<file path="src/rtl/fetch_unit_if.sv">
// ----------------------------------------------------------------------------
// fetch_unit_if
// Instruction-memory request/response bus between the fetch unit and memory.
//
//   o_ireq    fetch request valid          (fetch -> memory)
//   o_iaddr   fetch address, XLEN bits     (fetch -> memory)
//   i_igrant  memory accepts the request   (memory -> fetch)
//   i_ivalid  response valid, in order     (memory -> fetch)
//   i_idata   response word, XLEN bits     (memory -> fetch)
//
// A transfer happens in any cycle with o_ireq & i_igrant. Each transfer gets
// exactly one response, no earlier than the cycle after the transfer.
// ----------------------------------------------------------------------------
interface fetch_unit_if #(
  parameter int XLEN = 32
);
  logic            o_ireq;
  logic [XLEN-1:0] o_iaddr;
  logic            i_igrant;
  logic            i_ivalid;
  logic [XLEN-1:0] i_idata;

  modport master (
    output o_ireq, o_iaddr,
    input  i_igrant, i_ivalid, i_idata
  );

  modport slave (
    input  o_ireq, o_iaddr,
    output i_igrant, i_ivalid, i_idata
  );
endinterface

</file>
<file path="src/rtl/fetch_unit.sv">
// ----------------------------------------------------------------------------
// fetch_unit
// Sequential instruction prefetcher. Issues fetch requests over the memory
// bus, tags in-order responses with their PCs, and buffers them in a
// DEPTH-entry queue that presents one instruction per cycle to decode.
// A taken jump flushes the queue and discards responses still in flight.
//
// Ports:
//   clk        clock
//   rst        synchronous active-high reset
//   bus        instruction-memory bus (master side)
//   i_stall    decode not consuming the current instruction
//   i_jp_en    jump taken by the instruction on o_inst (acts on consume only)
//   i_jp_addr  jump target, bits [1:0] ignored
//   o_valid    o_inst / o_pc hold a valid instruction
//   o_inst     instruction at queue head
//   o_pc       PC of o_inst
// ----------------------------------------------------------------------------
module fetch_unit #(
  parameter int              XLEN     = 32,
  parameter int              DEPTH    = 4,
  parameter logic [XLEN-1:0] RESET_PC = '0
) (
  input  logic            clk,
  input  logic            rst,
  fetch_unit_if.master    bus,
  input  logic            i_stall,
  input  logic            i_jp_en,
  input  logic [XLEN-1:0] i_jp_addr,
  output logic            o_valid,
  output logic [XLEN-1:0] o_inst,
  output logic [XLEN-1:0] o_pc
);

  localparam int PTR_W = $clog2(DEPTH);
  localparam int CNT_W = $clog2(DEPTH + 1);
  localparam int SUM_W = CNT_W + 2;

  typedef struct packed {
    logic [XLEN-1:0] pc;
    logic [XLEN-1:0] inst;
  } entry_t;

  entry_t            queue [DEPTH];
  logic [PTR_W-1:0]  head;
  logic [PTR_W-1:0]  tail;
  logic [CNT_W-1:0]  count;   // valid entries in the queue
  logic [CNT_W-1:0]  outst;   // granted requests whose data will be kept
  logic [CNT_W-1:0]  drop;    // in-flight responses belonging to a flushed path
  logic [XLEN-1:0]   f_pc;    // next address to request
  logic [XLEN-1:0]   r_pc;    // PC of the next kept response

  logic [SUM_W-1:0]  credit_sum;
  logic              transfer;
  logic              consume;
  logic              flush;
  logic              resp_keep;
  logic              resp_drop;
  logic [XLEN-1:0]   jp_target;
  logic              unused_jp_low;

  // Every queue slot, every in-flight keep and every in-flight drop holds one
  // credit, so a kept response always finds a free slot.
  assign credit_sum  = SUM_W'(count) + SUM_W'(outst) + SUM_W'(drop);
  assign bus.o_ireq  = !rst && (credit_sum < SUM_W'(DEPTH));
  assign bus.o_iaddr = f_pc;

  assign transfer  = bus.o_ireq && bus.i_igrant;
  assign consume   = o_valid && !i_stall;
  assign flush     = consume && i_jp_en;
  assign resp_keep = bus.i_ivalid && (drop == '0);
  assign resp_drop = bus.i_ivalid && (drop != '0);
  assign jp_target = {i_jp_addr[XLEN-1:2], 2'b00};
  assign unused_jp_low = ^i_jp_addr[1:0];

  // Head of queue drives decode directly; no response-to-output bypass.
  assign o_valid = (count != '0);
  assign o_inst  = queue[head].inst;
  assign o_pc    = queue[head].pc;

  // NOTE: all state below is updated with non-blocking assignments so every
  // register samples the pre-edge values of the others, regardless of order.
  always_ff @(posedge clk) begin
    if (rst) begin
      f_pc  <= RESET_PC;
      r_pc  <= RESET_PC;
      head  <= '0;
      tail  <= '0;
      count <= '0;
      outst <= '0;
      drop  <= '0;
      // NOTE: the queue is a handful of flops, so it is reset to give the
      // head outputs a defined value (o_inst = 0, o_pc = RESET_PC); a large
      // RAM-backed buffer would leave its contents unreset.
      for (int i = 0; i < DEPTH; i++) begin
        queue[i] <= '{pc: RESET_PC, inst: '0};
      end
    end else if (flush) begin
      f_pc  <= jp_target;
      r_pc  <= jp_target;
      head  <= '0;
      tail  <= '0;
      count <= '0;
      outst <= '0;
      // Everything still in flight, including a request granted this cycle,
      // is now stale; a response arriving this cycle retires one of them.
      drop  <= drop + outst + CNT_W'(transfer) - CNT_W'(bus.i_ivalid);
    end else begin
      if (transfer) begin
        f_pc <= f_pc + XLEN'(4);
      end
      if (resp_keep) begin
        queue[tail] <= '{pc: r_pc, inst: bus.i_idata};
        tail        <= tail + 1'b1;
        r_pc        <= r_pc + XLEN'(4);
      end
      if (consume) begin
        head <= head + 1'b1;
      end
      if (resp_drop) begin
        drop <= drop - 1'b1;
      end
      count <= count + CNT_W'(resp_keep) - CNT_W'(consume);
      outst <= outst + CNT_W'(transfer) - CNT_W'(resp_keep);
    end
  end

endmodule

</file>
<file path="src/flat_wrapper.sv">
// flat-port wrapper written by rule: the top's interface ports become plain ports
module fetch_unit_flat 
#(
  parameter int              XLEN     = 32,
  parameter int              DEPTH    = 4,
  parameter logic [XLEN-1:0] RESET_PC = '0
)
  (clk, rst, i_stall, i_jp_en, i_jp_addr, o_valid, o_inst, o_pc, bus_o_ireq, bus_o_iaddr, bus_i_igrant, bus_i_ivalid, bus_i_idata);
  fetch_unit_if #(.XLEN(XLEN)) bus_i ();
  input  logic clk;
  input  logic rst;
  input  logic i_stall;
  input  logic i_jp_en;
  input  logic [XLEN-1:0] i_jp_addr;
  output logic o_valid;
  output logic [XLEN-1:0] o_inst;
  output logic [XLEN-1:0] o_pc;
  output wire logic [$bits(bus_i.o_ireq)-1:0] bus_o_ireq;
  output wire logic [$bits(bus_i.o_iaddr)-1:0] bus_o_iaddr;
  input wire logic [$bits(bus_i.i_igrant)-1:0] bus_i_igrant;
  input wire logic [$bits(bus_i.i_ivalid)-1:0] bus_i_ivalid;
  input wire logic [$bits(bus_i.i_idata)-1:0] bus_i_idata;
  assign bus_o_ireq = bus_i.o_ireq;
  assign bus_o_iaddr = bus_i.o_iaddr;
  assign bus_i.i_igrant = bus_i_igrant;
  assign bus_i.i_ivalid = bus_i_ivalid;
  assign bus_i.i_idata = bus_i_idata;
  fetch_unit #(.XLEN(XLEN), .DEPTH(DEPTH), .RESET_PC(RESET_PC)) u_core (.clk(clk), .rst(rst), .bus(bus_i), .i_stall(i_stall), .i_jp_en(i_jp_en), .i_jp_addr(i_jp_addr), .o_valid(o_valid), .o_inst(o_inst), .o_pc(o_pc));
endmodule
</file>
<file path="config.mk">
export PLATFORM = sky130hd
export DESIGN_NAME = fetch_unit_flat
export DESIGN_NICKNAME = d
export VERILOG_FILES = /design/src/rtl/fetch_unit_if.sv /design/src/rtl/fetch_unit.sv /design/src/flat_wrapper.sv
export SDC_FILE = /design/constraint.sdc
export NUM_CORES = 1
export LEC_CHECK = 0
export CORE_MARGIN = 10
export CORE_UTILIZATION = 45
export CTS_BUF_LIST = sky130_fd_sc_hd__clkbuf_8
export CTS_CLUSTER_SIZE = 8
export DETAILED_ROUTE_END_ITERATION = 10
export PLACE_DENSITY = 0.77
export SYNTH_ARGS = -nofsm -noshare
export SYNTH_HDL_FRONTEND = slang
export SYNTH_SLANG_ARGS = --single-unit
</file>
<file path="constraint.sdc">
create_clock -name clk -period 7.4 [get_ports clk]
set_clock_uncertainty 0.2 [all_clocks]
set_input_delay 0.74 -clock clk [delete_from_list [all_inputs] [get_ports clk]]
set_output_delay 0.74 -clock clk [all_outputs]
set_load 0.03 [all_outputs]
</file>
==> results.cfg, run 1 <==
[run_status]
status = finished clean

[global_routing]
grt_max_degree = 91
grt-ovfl-total = 0
grt_pass1_vias = 9891
grt_pass1_wl_mm = 55.8
antenna_found_initial = 0
grt_use_total_pct = 17.3

[yosys]
synth_top_family_by_area = simple AND/OR/NAND/NOR gates
synth_xor_area_share_pct = 3.51
synth_ff_type = edfxtp_1
synth_adder_area_share_pct = 1.96
synth_compound_area_share_pct = 4.64
synth-seq-area-share_pct = 60.8
yosysWarningCount = 0
synth_cells = 1089
synth_area_um2 = 14700
syn_area_per_cell_um2 = 13.5
synth-edff-count = 248
synth-simple-area-share_pct = 16.8
synth_cell_type_count = 58
synth-async-reset-ratio_pct = 0
muxShareOfSynthArea_pct = 9.56
synth_seq_cells = 323

[clocking]
cts_buffers = 53
ctsHtreeMaxLevel = 2
post_cts.repair.setup_buffers = 0
cts_sinks = 323
clk_pin_slew_ns = 0.06
cts_hold_buf = 0
clockRootBuffer = clkbuf_8
ctsResizeCount = 0
insertion_delay_ns = 0.57
clockBufferDepth = 3
cts_tree = done

[floorplanning]
start_util_pct = 45.4
die_x_um = 201
num_io_pins = 168
rows = 66
coreArea_um2 = 32400
dieHeight_um = 201
die-area_um2 = 40300

[cells_and_area]
layout-drive-gt1-share_pct = 12.2
synthToLayoutAreaGrowth_pct = 19.9
fin_nets = 1338
diodes = 0
fin_area_um2 = 17600
layout_commonest_cell = edfxtp_1
final_cell_mix = 248 x edfxtp_1, 184 x and2_1, 161 x clkdlybuf4s50_1

[sta]
worst_slew_pin_slew_ns = 1.05
rsz0062_at_grt = false
fin_tns_setup_ns = 0
final_max_slew_viol_count = 0
post-route-min-period_ns = 4.94
max_clock_freq_ghz = 0.202
finalCritPeriodShare_pct = 66.8
finalHoldViolCount = 0
slew-limit-headroom_pct = 29.7
setup_viol = 0

[worst_setup_path]
cpMaxStageDelayCell = clkdlybuf4s50_1
critical_path_class = reg -> out
path_cells = ha_1, fa_1, xor2_1, ha_1, or4_4, a311oi_4, buf_4, and2_1, clkdlybuf4s50_1
path_common_cell = ha_1
cp.required_ns = 6.46
critical_path_arrival_ns = 4.00
slowest_delay_ns = 0.70
start_kind = register
end_kind = output port
r2r_slack_ns = 3.15
crit_fanout = 21
r2r_cells = 14

[power]
ir_drop_mv = 0.136
pwr-share-comb_pct = 33.1
power.leakage_uw = 0.00638
internal-power_uw = 3730
seqPwrFrac_pct = 43.2
p_per_area_nw_per_um2 = 324
p_sw_uw = 1990
p_clk_share_pct = 23.7
switching_share_pct = 34.8

[placement]
dpl.hpwl_mm = 21.5
io_buffers = 161
placed_cell_area_um2 = 16800
place_congestion = 0.860

[route]
num_vias = 9426
drt-pass1-iter-count = 5
postRouteAntennaNets = 0
drtIter0Drc = 834
wirelength_mm = 35.6
wl_per_cell_um = 20.7
vias_per_cell = 5.48
drc = 0

[worst_hold_path]
hold_class = reg -> reg
whs_path_depth = 2

[job]
drv_cap = 0
## cell families (layout without fill, tap and decap cells)
logic type / Yosys count / after routing
buf+inv: 96 / 283
fa+ha+maj: 20 / 20
compound gates: 117 / 117
mux: 63 / 63
xor+xnor: 59 / 59
flops: 323 / 323
simple gates: 410 / 410
other cells: 1 / 4
## critical path: cells and delay by family (launching register included)
family | cells | cell delay (ns)
DFF | 1 | 0.36
xor gates and xnor gates | 1 | 0.15
buffers and inverters | 2 | 1.01
and+or+nand+nor | 2 | 0.75
adders and majority gates | 3 | 0.90
AOI/OAI and AO/OA | 1 | 0.27
## worst paths after layout
| kind | from | end |
|---|---|---|
| hold / removal | u_core.head[1] | register |
| setup / recovery | u_core.outst[0] | bus_o_ireq |
| hold reg to reg | u_core.head[1] | register |
| setup reg to reg | u_core.outst[0] | u_core.outst[2] |
## state kept, by name, indices dropped and copies added (netlist names), named ones only
name                count
u_core.bus.o_iaddr     30
u_core.queue          248
u_core.r_pc            30
u_core.tail             2
u_core.head             2
u_core.drop             3
u_core.count            3
u_core.outst            3
## power by group through the flow
stage,Combinational [uW],Clock (uW),Sequential (uW)
finish,1890,1360,2470
global route,2030,1470,2510
floorplan,1220,0,2470
detailed placement,1910,0,2510
CTS,1920,1390,2480
global placement,1890,0,2490
## synth_stat cells (all sizes together) (3+ instances only)
library cell  instances  area, um^2
edfxtp              248        7450
and2                185        1160
dfxtp                75        1500
and3                 66         413
mux4                 62        1400
clkbuf               58         218
a21oi                50         254
o21ai                38         190
xor2                 33         289
nand4                30         209
nand2                27         104
xnor2                26         228
nor2                 25        93.8
inv                  21        78.8
nor4                 20         131
nand3                18        95.1
buf                  17        93.8
ha                   15         188
nor3                 14        80.1
a31oi                10        62.6
and4                  7        61.3
or3                   6        37.5
fa                    5         100
o31ai                 4        30.0
or4                   4        33.8
a211oi                3        22.5
a311oi                3        43.8
## per-stage QoR
| stage | cells | util, % | setup WS, ns | power [uW] | hold slack [ns] |
|---|---|---|---|---|---|
| after floorplan | 1092 | - | 0.851 | 3690 | 0.285 |
| after global placement | 1635 | 51.8 | 2.87 | 4380 | 0.305 |
| after detailed placement | 1635 | 51.8 | 2.87 | 4420 | 0.309 |
| after CTS | 1721 | 54.5 | 2.43 | 5790 | 0.327 |
| after global routing | 1721 | 54.5 | 2.33 | 6010 | 0.366 |
| final | 1721 | 54.5 | 2.46 | 5720 | 0.325 |
## metal layers
layer,up-vias,share of wire (%),track usage [%]
met1,4663,42,21.9
met5,-,0,0
li1,4382,-,-
met2,331,48,29.0
met3,50,7.9,4.55
met4,0,2.0,4.60
## cell type report
class,instances,area (um^2)
Fill cell,2689,14700
Sequential cell,323,8950
Multi-Input combinational cell,673,5440
Timing Repair Buffer,176,1740
Clock buffer,53,729
Tap cell,442,553
Clock inverter,33,151
Inverter,21,78.8
Note: power is estimated with default switching activity, not from simulation.
==> run 2: changes to the inputs <==
PLACE_DENSITY = 0.8   (was 0.77)
clock period = 4.05 ns   (was 7.4 ns; I/O delays follow)
==> run 2 against run 1 <==
Against the previous run: flip-flop and latch count stayed put; global-route usage is 0.35 points higher; design area is 1.4% higher; combinational power is 92% higher; sequential power is 82% higher; clock power is 86% higher; register-to-register slack worse by 3.0 ns; largest power group unchanged.
==> results.cfg, run 2 (same netlist as run 1, synthesis figures left out) <==
[power]
p_clk_share_pct = 23.8
p_sw_uw = 3710
seqPwrFrac_pct = 42.2
ir_drop_mv = 0.328
power.leakage_uw = 0.00652
switching_share_pct = 34.8
p_per_area_nw_per_um2 = 595
internal-power_uw = 6940
pwr-share-comb_pct = 34.0

[sta]
setup_slack_ns = 0.145
max_clock_freq_ghz = 0.256
worst_slew_pin_slew_ns = 1.01
post-route-min-period_ns = 3.91
final_max_slew_viol_count = 0
slew-limit-headroom_pct = 32.5
rsz0062_at_grt = false
finalCritPeriodShare_pct = 96.4
fin_tns_setup_ns = 0
finalHoldViolCount = 0
setup_viol = 0
whs_ns = 0.334

[clocking]
cts_sinks = 323
clockBufferDepth = 3
clk_pin_slew_ns = 0.07
ctsHtreeMaxLevel = 2
clockRootBuffer = clkbuf_8
insertion_delay_ns = 0.57
cts_buffers = 52
cts_tree = done
cts_hold_buf = 0

[global_routing]
use_met1_pct = 22.5
grt_pass1_vias = 10035
grt_max_degree = 63
grt-ovfl-total = 0
grt-busiest-layer = met2
grt_pass1_wl_mm = 56.9
antenna_found_initial = 0
grtUsageMet3_pct = 4.74
grtUsageMet2_pct = 29.1
grt_use_total_pct = 17.7

[route]
num_vias = 9537
wirelength_mm = 36.4
vias_per_cell = 5.48
drc = 0
drt-pass1-iter-count = 5
postRouteAntennaNets = 0
wl_per_cell_um = 20.9
drtIter0Drc = 708

[placement]
io_buffers = 161
place_congestion = 0.858
dpl.hpwl_mm = 23.1
pre_cts_ws_ns = 0.223

[worst_setup_path]
crit_fanout = 3
r2r_start = u_core.outst[0]
end_kind = output port
start_kind = register
r2r_slack_ns = 0.19
critical_path_arrival_ns = 3.30
cp.required_ns = 3.44
r2r_cells = 14
critical_path_class = reg -> out
crit_end = bus_o_ireq
crit_path_start = u_core.outst[0]
reg2reg_to = u_core.drop[2]

[cells_and_area]
final_cell_mix = 248 x edfxtp_1, 184 x and2_1, 160 x clkdlybuf4s50_1
layout_commonest_cell = edfxtp_1
regMostFlops = u_core.queue
synthToLayoutAreaGrowth_pct = 21.6
diodes = 0
fin_nets = 1352
layout-drive-gt1-share_pct = 13.6
largest_reg_flops = 248

[floorplanning]
die_x_um = 201
num_io_pins = 168
dieHeight_um = 201
start_util_pct = 45.4
rows = 66
die-area_um2 = 40300
coreArea_um2 = 32400

[job]
drv_cap = 0

[worst_hold_path]
hold_class = reg -> reg

[run_status]
status = finished clean
run 2: changes by cell type in the layout (fill, tap and decap cells not counted), moves of 3 or more:
cell and delta:
clkinv_2 +3, buf_12 +7, buf_4 +7, clkinv_1 -4, inv_1 +4
run 2: routing by layer:
metal  part of all wire [%]  vias up
li1                       -     4409
met1                     43     4710
met2                     48      364
met3                    7.6       54
met4                    1.9        0
met5                      0        -
run 2: critical path, stage by stage (launching register included):
cell	delay (ns)
dfxtp_1	0.35
ha_1	0.25
fa_1	0.39
xor2_1	0.16
ha_1	0.27
or4_4	0.54
a311oi_4	0.28
buf_6	0.15
and2_1	0.15
buf_4	0.17
run 2: through the flow:
| stage | std cells | total power (uW) | instance area (um^2) | utilization, % |
|---|---|---|---|---|
| after floorplan | 1092 | 6740 | 14700 | - |
| after global placement | 1647 | 8060 | 16900 | 52.3 |
| after detailed placement | 1647 | 8160 | 16900 | 52.3 |
| after CTS | 1740 | 10700 | 17900 | 55.2 |
| after global routing | 1741 | 11200 | 17900 | 55.2 |
| final | 1741 | 10600 | 17900 | 55.2 |
run 2: worst min-delay path by stage:
stage	startpoint	endpoint	slack (ns)	cells past startpoint
4_1_cts	bus_i_idata[3]	u_core.queue[0][3]	0.32	2
3_3_place_gp	u_core.head[1]	register	0.31	2
5_1_grt	bus_i_idata[30]	u_core.queue[0][30]	0.34	2
2_1_floorplan	u_core.head[1]	register	0.28	2
6_report	u_core.bus.o_iaddr[30]	u_core.bus.o_iaddr[30]	0.33	2
3_5_place_dp	u_core.bus.o_iaddr[30]	u_core.bus.o_iaddr[30]	0.32	2
run 2: timing repair:
action	in CTS	in global routing
setup endpoints to repair	1	2
setup buffers	1	1
resized for setup	1	0
pin swaps	0	1
hold endpoints to repair	0	0
gates cloned	1	0
run 2: layout make-up:
class / count / area, um^2
fill: 2657 / 14500
sequential: 323 / 8960
multi-input combinational: 673 / 5440
timing repair buffer: 191 / 1940
clock buffer: 54 / 743
tap: 442 / 553
clock inverter: 37 / 175
inverter: 21 / 78.8
run 2: power groups by stage:
stage               Sequential, uW  Clock [uW]  Combinational [uW]
CTS                           4480        2580                3650
global placement              4510           0                3550
detailed placement            4550           0                3610
finish                        4490        2530                3620
global route                  4540        2740                3880
floorplan                     4500           0                2240
